==> config.mk <==
export PLATFORM = sky130hd
export DESIGN_NAME = stopwatch_ctrl_flat
export DESIGN_NICKNAME = d
export VERILOG_FILES = /design/src/rtl/stopwatch_pkg.sv /design/src/rtl/stopwatch_ctrl_if.sv /design/src/rtl/btn_debounce.sv /design/src/rtl/stopwatch_ctrl.sv /design/src/flat_wrapper.sv
export SDC_FILE = /design/constraint.sdc
export NUM_CORES = 1
export LEC_CHECK = 0
export ABC_AREA = 1
export CAP_MARGIN = 20
export CORE_MARGIN = 2
export CORE_UTILIZATION = 35
export CTS_BUF_LIST = sky130_fd_sc_hd__clkbuf_4 sky130_fd_sc_hd__clkbuf_8
export DETAILED_ROUTE_END_ITERATION = 8
export MAX_ROUTING_LAYER = met4
export PLACE_DENSITY_LB_ADDON = 0.05
export SETUP_SLACK_MARGIN = 0.1
export SLEW_MARGIN = 0
export SYNTH_ARGS = -nofsm -noshare
export SYNTH_HDL_FRONTEND = slang
export SYNTH_SLANG_ARGS = --single-unit
==> constraint.sdc <==
create_clock -name clk -period 2.51 [get_ports clk]
set_input_delay 0.502 -clock clk [delete_from_list [all_inputs] [get_ports clk]]
set_output_delay 0.502 -clock clk [all_outputs]
set_load 0.01 [all_outputs]
==> src/rtl/stopwatch_pkg.sv <==
// Shared types, constants and BCD helpers for the stopwatch controller.
// Holds the FSM state enum, mode bit positions and the BCD step function.
package stopwatch_pkg;

  typedef enum logic [1:0] {
    LOAD,
    PAUSED,
    RUN,
    DONE
  } state_t;

  localparam int MODE_DIR_BIT = 1;
  localparam int MODE_PRE_BIT = 0;

  localparam logic [3:0]  BCD_MAX = 4'd9;
  localparam logic [15:0] TERM_UP = 16'h9999;
  localparam logic [15:0] TERM_DN = 16'h0000;

  function automatic logic [3:0] bcd_clamp(
    input logic [3:0] n
  );
    return (n > BCD_MAX) ? BCD_MAX : n;
  endfunction

  function automatic logic [15:0] term_val(
    input logic down
  );
    return down ? TERM_DN : TERM_UP;
  endfunction

  // One BCD step with ripple: up wraps 9->0
  // and carries, down wraps 0->9 and borrows.
  function automatic logic [15:0] bcd_step(
    input logic [15:0] v,
    input logic        down
  );
    logic [15:0] res;
    logic        c;
    logic [3:0]  d;
    res = v;
    c   = 1'b1;
    for (int i = 0; i < 4; i++) begin
      d = v[i*4 +: 4];
      if (c) begin
        if (!down) begin
          if (d >= BCD_MAX) begin
            res[i*4 +: 4] = 4'd0;
          end else begin
            res[i*4 +: 4] = d + 4'd1;
            c = 1'b0;
          end
        end else begin
          if (d == 4'd0) begin
            res[i*4 +: 4] = BCD_MAX;
          end else begin
            res[i*4 +: 4] = d - 4'd1;
            c = 1'b0;
          end
        end
      end
    end
    return res;
  endfunction

endpackage

==> src/rtl/stopwatch_ctrl_if.sv <==
// Board-side bundle of the stopwatch: buttons, switches, digits, status.
// master drives buttons/switches; slave is the controller. Macro: STOPWATCH_LAP_EN.
interface stopwatch_ctrl_if;

  logic       s;
  logic       r;
  logic [1:0] mode;
  logic [7:0] preval;
`ifdef STOPWATCH_LAP_EN
  logic       lap;
`endif
  logic [3:0] digit0;
  logic [3:0] digit1;
  logic [3:0] digit2;
  logic [3:0] digit3;
  logic       running;
  logic       done;
  logic       tick;

  modport master (
`ifdef STOPWATCH_LAP_EN
    output lap,
`endif
    output s, r, mode, preval,
    input  digit0, digit1,
    input  digit2, digit3,
    input  running, done, tick
  );

  modport slave (
`ifdef STOPWATCH_LAP_EN
    input  lap,
`endif
    input  s, r, mode, preval,
    output digit0, digit1,
    output digit2, digit3,
    output running, done, tick
  );

endinterface

==> src/rtl/btn_debounce.sv <==
// Button conditioner: 2-FF synchroniser, stability counter, rise pulse.
// Ports: clk, reset (sync, high), btn (raw), pulse (1 cycle on press).
module btn_debounce #(
  parameter int DEB_CYCLES = 500000
) (
  input  logic clk,
  input  logic reset,
  input  logic btn,
  output logic pulse
);

  localparam int CW =
    (DEB_CYCLES > 1) ? $clog2(DEB_CYCLES) : 1;
  localparam logic [CW-1:0] CMAX =
    CW'(DEB_CYCLES - 1);

  logic [1:0]    sync_q;
  logic          level_q;
  logic [CW-1:0] cnt_q;

  // The accepted level flips only once the
  // synchronised input has disagreed with it
  // for DEB_CYCLES consecutive samples.
  always_ff @(posedge clk) begin
    if (reset) begin
      sync_q  <= 2'b00;
      level_q <= 1'b0;
      cnt_q   <= '0;
      pulse   <= 1'b0;
    end else begin
      sync_q <= {sync_q[0], btn};
      pulse  <= 1'b0;
      if (sync_q[1] == level_q) begin
        cnt_q <= '0;
      end else if (cnt_q == CMAX) begin
        level_q <= sync_q[1];
        cnt_q   <= '0;
        pulse   <= sync_q[1];
      end else begin
        cnt_q <= cnt_q + CW'(1);
      end
    end
  end

endmodule

==> src/rtl/stopwatch_ctrl.sv <==
// 4-digit BCD stopwatch/timer sequencer: buttons, tick, up/down count.
// Ports: clk, reset (sync, high), bus (stopwatch_ctrl_if.slave). Macro: STOPWATCH_LAP_EN.
module stopwatch_ctrl
  import stopwatch_pkg::*;
#(
  parameter int TICK_DIV   = 1000000,
  parameter int DEB_CYCLES = 500000
) (
  input  logic             clk,
  input  logic             reset,
  stopwatch_ctrl_if.slave  bus
);

  localparam int PW = $clog2(TICK_DIV);
  localparam logic [PW-1:0] PMAX =
    PW'(TICK_DIV - 1);

  state_t        state_q;
  logic [15:0]   cnt_q;
  logic [PW-1:0] presc_q;
  logic          tick_q;
  logic          dir_q;

  logic          start_p;
  logic          clear_p;

  logic          wrap;
  logic [PW-1:0] presc_inc;
  logic [15:0]   stepped;
  logic [15:0]   term;
  logic          done_hit;

  logic          ld_dn;
  logic [7:0]    ld_lo;
  logic [7:0]    ld_hi;
  logic [15:0]   disp;

  btn_debounce #(
    .DEB_CYCLES (DEB_CYCLES)
  ) u_deb_s (
    .clk   (clk),
    .reset (reset),
    .btn   (bus.s),
    .pulse (start_p)
  );

  btn_debounce #(
    .DEB_CYCLES (DEB_CYCLES)
  ) u_deb_r (
    .clk   (clk),
    .reset (reset),
    .btn   (bus.r),
    .pulse (clear_p)
  );

  assign wrap      = (presc_q == PMAX);
  assign presc_inc = wrap ? '0
                   : presc_q + PW'(1);
  assign stepped   = bcd_step(cnt_q, dir_q);
  assign term      = term_val(dir_q);
  assign done_hit  = wrap && (stepped == term);

  assign ld_dn = bus.mode[MODE_DIR_BIT];
  assign ld_lo = ld_dn ? 8'h99 : 8'h00;
  assign ld_hi = bus.mode[MODE_PRE_BIT]
    ? {bcd_clamp(bus.preval[7:4]),
       bcd_clamp(bus.preval[3:0])}
    : ld_lo;

  // tick_q is loaded with the condition for the
  // coming cycle, so it is high exactly while the
  // prescaler sits at TICK_DIV-1 in RUN.
  always_ff @(posedge clk) begin
    if (reset) begin
      state_q <= LOAD;
      cnt_q   <= '0;
      presc_q <= '0;
      tick_q  <= 1'b0;
      dir_q   <= 1'b0;
    end else begin
      tick_q <= 1'b0;
      unique case (state_q)
        LOAD: begin
          dir_q   <= ld_dn;
          cnt_q   <= {ld_hi, ld_lo};
          presc_q <= '0;
          state_q <= PAUSED;
        end
        PAUSED: begin
          if (clear_p) begin
            state_q <= LOAD;
          end else if (start_p) begin
            if (cnt_q == term) begin
              state_q <= DONE;
            end else begin
              state_q <= RUN;
              tick_q  <= wrap;
            end
          end
        end
        RUN: begin
          if (clear_p) begin
            state_q <= LOAD;
          end else begin
            presc_q <= presc_inc;
            if (wrap) cnt_q <= stepped;
            if (done_hit) begin
              state_q <= DONE;
            end else if (start_p) begin
              state_q <= PAUSED;
            end else begin
              tick_q <= (presc_inc == PMAX);
            end
          end
        end
        DONE: begin
          if (clear_p) state_q <= LOAD;
        end
        default: state_q <= LOAD;
      endcase
    end
  end

`ifdef STOPWATCH_LAP_EN
  logic        lap_p;
  logic        lap_hold_q;
  logic [15:0] lap_q;

  btn_debounce #(
    .DEB_CYCLES (DEB_CYCLES)
  ) u_deb_lap (
    .clk   (clk),
    .reset (reset),
    .btn   (bus.lap),
    .pulse (lap_p)
  );

  // Hold drops on reload, clear or terminal
  // count; lap_p toggles it only while running.
  always_ff @(posedge clk) begin
    if (reset) begin
      lap_hold_q <= 1'b0;
      lap_q      <= '0;
    end else if (state_q == LOAD || clear_p) begin
      lap_hold_q <= 1'b0;
    end else if (state_q == RUN) begin
      if (done_hit) begin
        lap_hold_q <= 1'b0;
      end else if (lap_p) begin
        lap_hold_q <= !lap_hold_q;
        if (!lap_hold_q) lap_q <= cnt_q;
      end
    end
  end

  assign disp = lap_hold_q ? lap_q : cnt_q;
`else
  assign disp = cnt_q;
`endif

  assign bus.digit0  = disp[3:0];
  assign bus.digit1  = disp[7:4];
  assign bus.digit2  = disp[11:8];
  assign bus.digit3  = disp[15:12];
  assign bus.running = (state_q == RUN);
  assign bus.done    = (state_q == DONE);
  assign bus.tick    = tick_q;

endmodule

==> src/flat_wrapper.sv <==
// flat-port wrapper written by rule: the top's interface ports become plain ports
module stopwatch_ctrl_flat import stopwatch_pkg::*;
#(
  parameter int TICK_DIV   = 1000000,
  parameter int DEB_CYCLES = 500000
)
  (clk, reset, bus_s, bus_r, bus_mode, bus_preval, bus_digit0, bus_digit1, bus_digit2, bus_digit3, bus_running, bus_done, bus_tick);
  stopwatch_ctrl_if bus_i ();
  input  logic clk;
  input  logic reset;
  input wire logic [$bits(bus_i.s)-1:0] bus_s;
  input wire logic [$bits(bus_i.r)-1:0] bus_r;
  input wire logic [$bits(bus_i.mode)-1:0] bus_mode;
  input wire logic [$bits(bus_i.preval)-1:0] bus_preval;
  output wire logic [$bits(bus_i.digit0)-1:0] bus_digit0;
  output wire logic [$bits(bus_i.digit1)-1:0] bus_digit1;
  output wire logic [$bits(bus_i.digit2)-1:0] bus_digit2;
  output wire logic [$bits(bus_i.digit3)-1:0] bus_digit3;
  output wire logic [$bits(bus_i.running)-1:0] bus_running;
  output wire logic [$bits(bus_i.done)-1:0] bus_done;
  output wire logic [$bits(bus_i.tick)-1:0] bus_tick;
  assign bus_i.s = bus_s;
  assign bus_i.r = bus_r;
  assign bus_i.mode = bus_mode;
  assign bus_i.preval = bus_preval;
  assign bus_digit0 = bus_i.digit0;
  assign bus_digit1 = bus_i.digit1;
  assign bus_digit2 = bus_i.digit2;
  assign bus_digit3 = bus_i.digit3;
  assign bus_running = bus_i.running;
  assign bus_done = bus_i.done;
  assign bus_tick = bus_i.tick;
  stopwatch_ctrl #(.TICK_DIV(TICK_DIV), .DEB_CYCLES(DEB_CYCLES)) u_core (.clk(clk), .reset(reset), .bus(bus_i));
endmodule
==> results of run 1 <==
[worst min-delay path: stages, from the launching register on]
cell,delay [ns]
dfxtp_1,0.31
inv_1,0.04
nor2_1,0.03
[synthesized netlist by cell type, drive strengths merged, types with 4 or more instances]
cell type	instances	area [um^2]
a21oi	54	297
ha	19	238
xnor2	8	70.1
o22ai	4	25.0
nor2	104	444
nand3	76	410
inv	118	443
nand2	229	895
a31oi	5	31.3
clkbuf	10	38.8
dfxtp	86	1720
nor4	13	87.6
xor2	19	166
nor3b	4	30.0
nand4	29	181
o21ai	35	183
a221oi	4	35.0
nor3	25	146
or2	10	62.6
buf	10	61.3
[sequential cells by signal, indices dropped and copies added, names as in the netlist]
register / cells
u_core.cnt_q: 16
u_core.dir_q: 1
u_core.u_deb_r.level_q: 1
u_core.u_deb_s.cnt_q: 19
u_core.presc_q: 20
u_core.state_q: 2
u_core.u_deb_s.level_q: 1
u_core.u_deb_s.pulse: 1
u_core.u_deb_r.pulse: 1
u_core.u_deb_r.cnt_q: 19
u_core.u_deb_r.sync_q: 2
u_core.bus.tick: 1
u_core.u_deb_s.sync_q: 2
[routing by layer]
| layer | track usage [%] | vias to the layer above | wire length [um] |
|---|---|---|---|
| met1 | 23.8 | 2610 | 7420 |
| met4 | 3.50 | 0 | 184 |
| li1 | - | 2975 | - |
| met5 | - | - | 0 |
| met3 | 4.32 | 16 | 718 |
| met2 | 30.2 | 117 | 7030 |
[stage by stage]
step           utilization (%)  hold WS, ns  cell area [um^2]  setup slack, ns  power (mW)
5_1_grt                   43.0        0.424              6810           0.0571        5.57
3_3_place_gp              40.5        0.392              6410            0.166        3.81
3_5_place_dp              40.5        0.398              6410            0.107        3.81
6_report                  43.0        0.403              6810            0.203        5.20
4_1_cts                   41.9        0.409              6640            0.106        5.00
2_1_floorplan                -        0.388              5660            0.255        3.08
[power breakdown]
part | switching, mW | internal, mW | leakage [nW]
logic | 1.54 | 0.939 | 1.89
registers | 0.110 | 1.45 | 0.698
clock network | 0.566 | 0.597 | 0.115
total | 2.21 | 2.99 | 2.70
[worst paths after layout]
path	startpoint	endpoint	slack (ns)	cells past startpoint
min	u_core.u_deb_r.sync_q[0]	u_core.u_deb_r.sync_q[1]	0.40	2
max	u_core.presc_q[0]	u_core.cnt_q[4]	0.20	10
min reg2reg	u_core.u_deb_r.sync_q[0]	u_core.u_deb_r.sync_q[1]	0.40	2
max reg2reg	u_core.presc_q[0]	u_core.cnt_q[4]	0.20	10
[cells by family (layout without fill, tap and decap cells)]
logic type	after synthesis	in the layout
buffers and inverters	139	207
AOI/OAI and AO/OA	107	107
DFF	86	86
xor gates and xnor gates	27	27
and+or+nand+nor	496	496
adders and majority gates	19	19
[area by class of cell]
type	instances	area, um^2
Timing Repair Buffer	72	637
Multi-Input combinational cell	649	3490
Clock buffer	10	138
Tap cell	216	270
Clock inverter	6	92.6
Fill cell	1670	9020
Inverter	119	450
Sequential cell	86	1730
[timing repair]
item / in CTS / in global routing
buffers inserted: 0 / 8
endpoints found under the setup margin: 1 / 5
pin swaps: 0 / 14
gates resized for setup: 1 / 32
==> results.ini, run 1 <==
[die]
pin_count=33
start_util_pct=35.8
fp.coreArea_um2=15800
fp.dieW_um=131
rows=46
die_area_um2=17200
die_h_um=131

[power_and_ir_drop]
p_per_area_nw_per_um2=764
max-vdd-ir-drop_mv=0.476
leakagePower_nw=2.70

[placement]
gp_congestion=0.844
io_buffers=32
dp_cells=1134
place_hpwl_mm=11.5

[clock_network]
cts_buffers=9
path_clk_slew_ns=0.09
cts_tree=built
clkLatencyLatePin_ns=0.38
cts_max_level=3
cts_hold_buf=0
clkSinkCount=86
clockBufferDepth=2
cts-root-buf=clkbuf_8

[global_route]
antenna_found_initial=0
grt_pass1_wl_mm=25.9
grt_remaining_overflow=0
grt_pass1_vias=5394
grt_max_degree=25
grt_util_all_layers_pct=18.6

[route]
firstDrtPassIters=5
wl_per_cell_um=13.3
drt-initial-drc-count=414
ant_nets=0
routed-via-count=5718
drt_wl_total_mm=15.4
avgViaCountPerCell=4.94
drc=0

[critical_path]
path_max_fanout=8
path_delay_family=simple AND/OR/NAND/NOR gates
crit_path_top_delay_cell=dfxtp_1
cp-start-kind=register
worstPathArrival_ns=2.55
path_class=reg -> reg
max_stage_delay_ns=0.38
worstPathRequired_ns=2.76
endpoint_kind=register
path_buf_inv=2
cp_cell_sequence=ha_1 > nand3_2 > nor3_1 > nand3_1 > inv_1 > nand2_1 > nand2_2 > clkinvlp_4 > a221oi_1 > nor2_1

[final_layout]
final_common_cell=nand2_1
diodes=0
final_cells=1158
areaGrowthSynthToFinish_pct=20.2
drive_gt1_share_pct=14.3
mostFrequentLayoutCells=nand2_1, inv_1, nor2_1, dfxtp_1, nand3_1
fin_nets=970

[timing]
tightest_slew_ns=0.497
rsz0062_at_grt=true
slew_viol_final=0
relSlewSlack_pct=66.6
finalCriticalPeriod_ns=2.31
fin_crit_sh_pct=91.9
setup_tns_ns=0
max_freq_ghz=0.434
setup_violations=0
skew_ns=0.0105
report.final.hold_viol_count=0

[synthesis]
synthFlopType=dfxtp_1
synth_adder_area_share_pct=4.20
synth_xor_area_share_pct=4.18
synth_compound_area_share_pct=10.8
synth_seq_cells=86
synth_warnings=0
avgSynthCellArea_um2=6.48
muxShareOfSynthArea_pct=0
synth.distinct_cells=48
synth_area_um2=5660
synth_simple_gate_area_share_pct=40.8
synthCells=874
synth_top_family_by_area=simple AND/OR/NAND/NOR gates
synth_edf_count=0
seq_area_frac_synth_pct=30.4
async_flop_share_pct=0
syn_nets=907

[status]
status=finished clean

[hold_path]
min_path_type=reg -> reg

[job]
drv_cap=0

Note: power is estimated with default switching activity, not from simulation.
==> run 2: changes to the inputs <==
- CAP_MARGIN: 20 -> 25
- HOLD_SLACK_MARGIN: not set -> 0.02
==> results of run 2 <==
Final layout, timing and power as in run 1 (identical DEF).
==> run 3: changes to the inputs <==
- CTS_CLUSTER_DIAMETER: not set -> 40
==> results of run 3 <==
Final layout, timing and power as in run 1 (identical DEF).
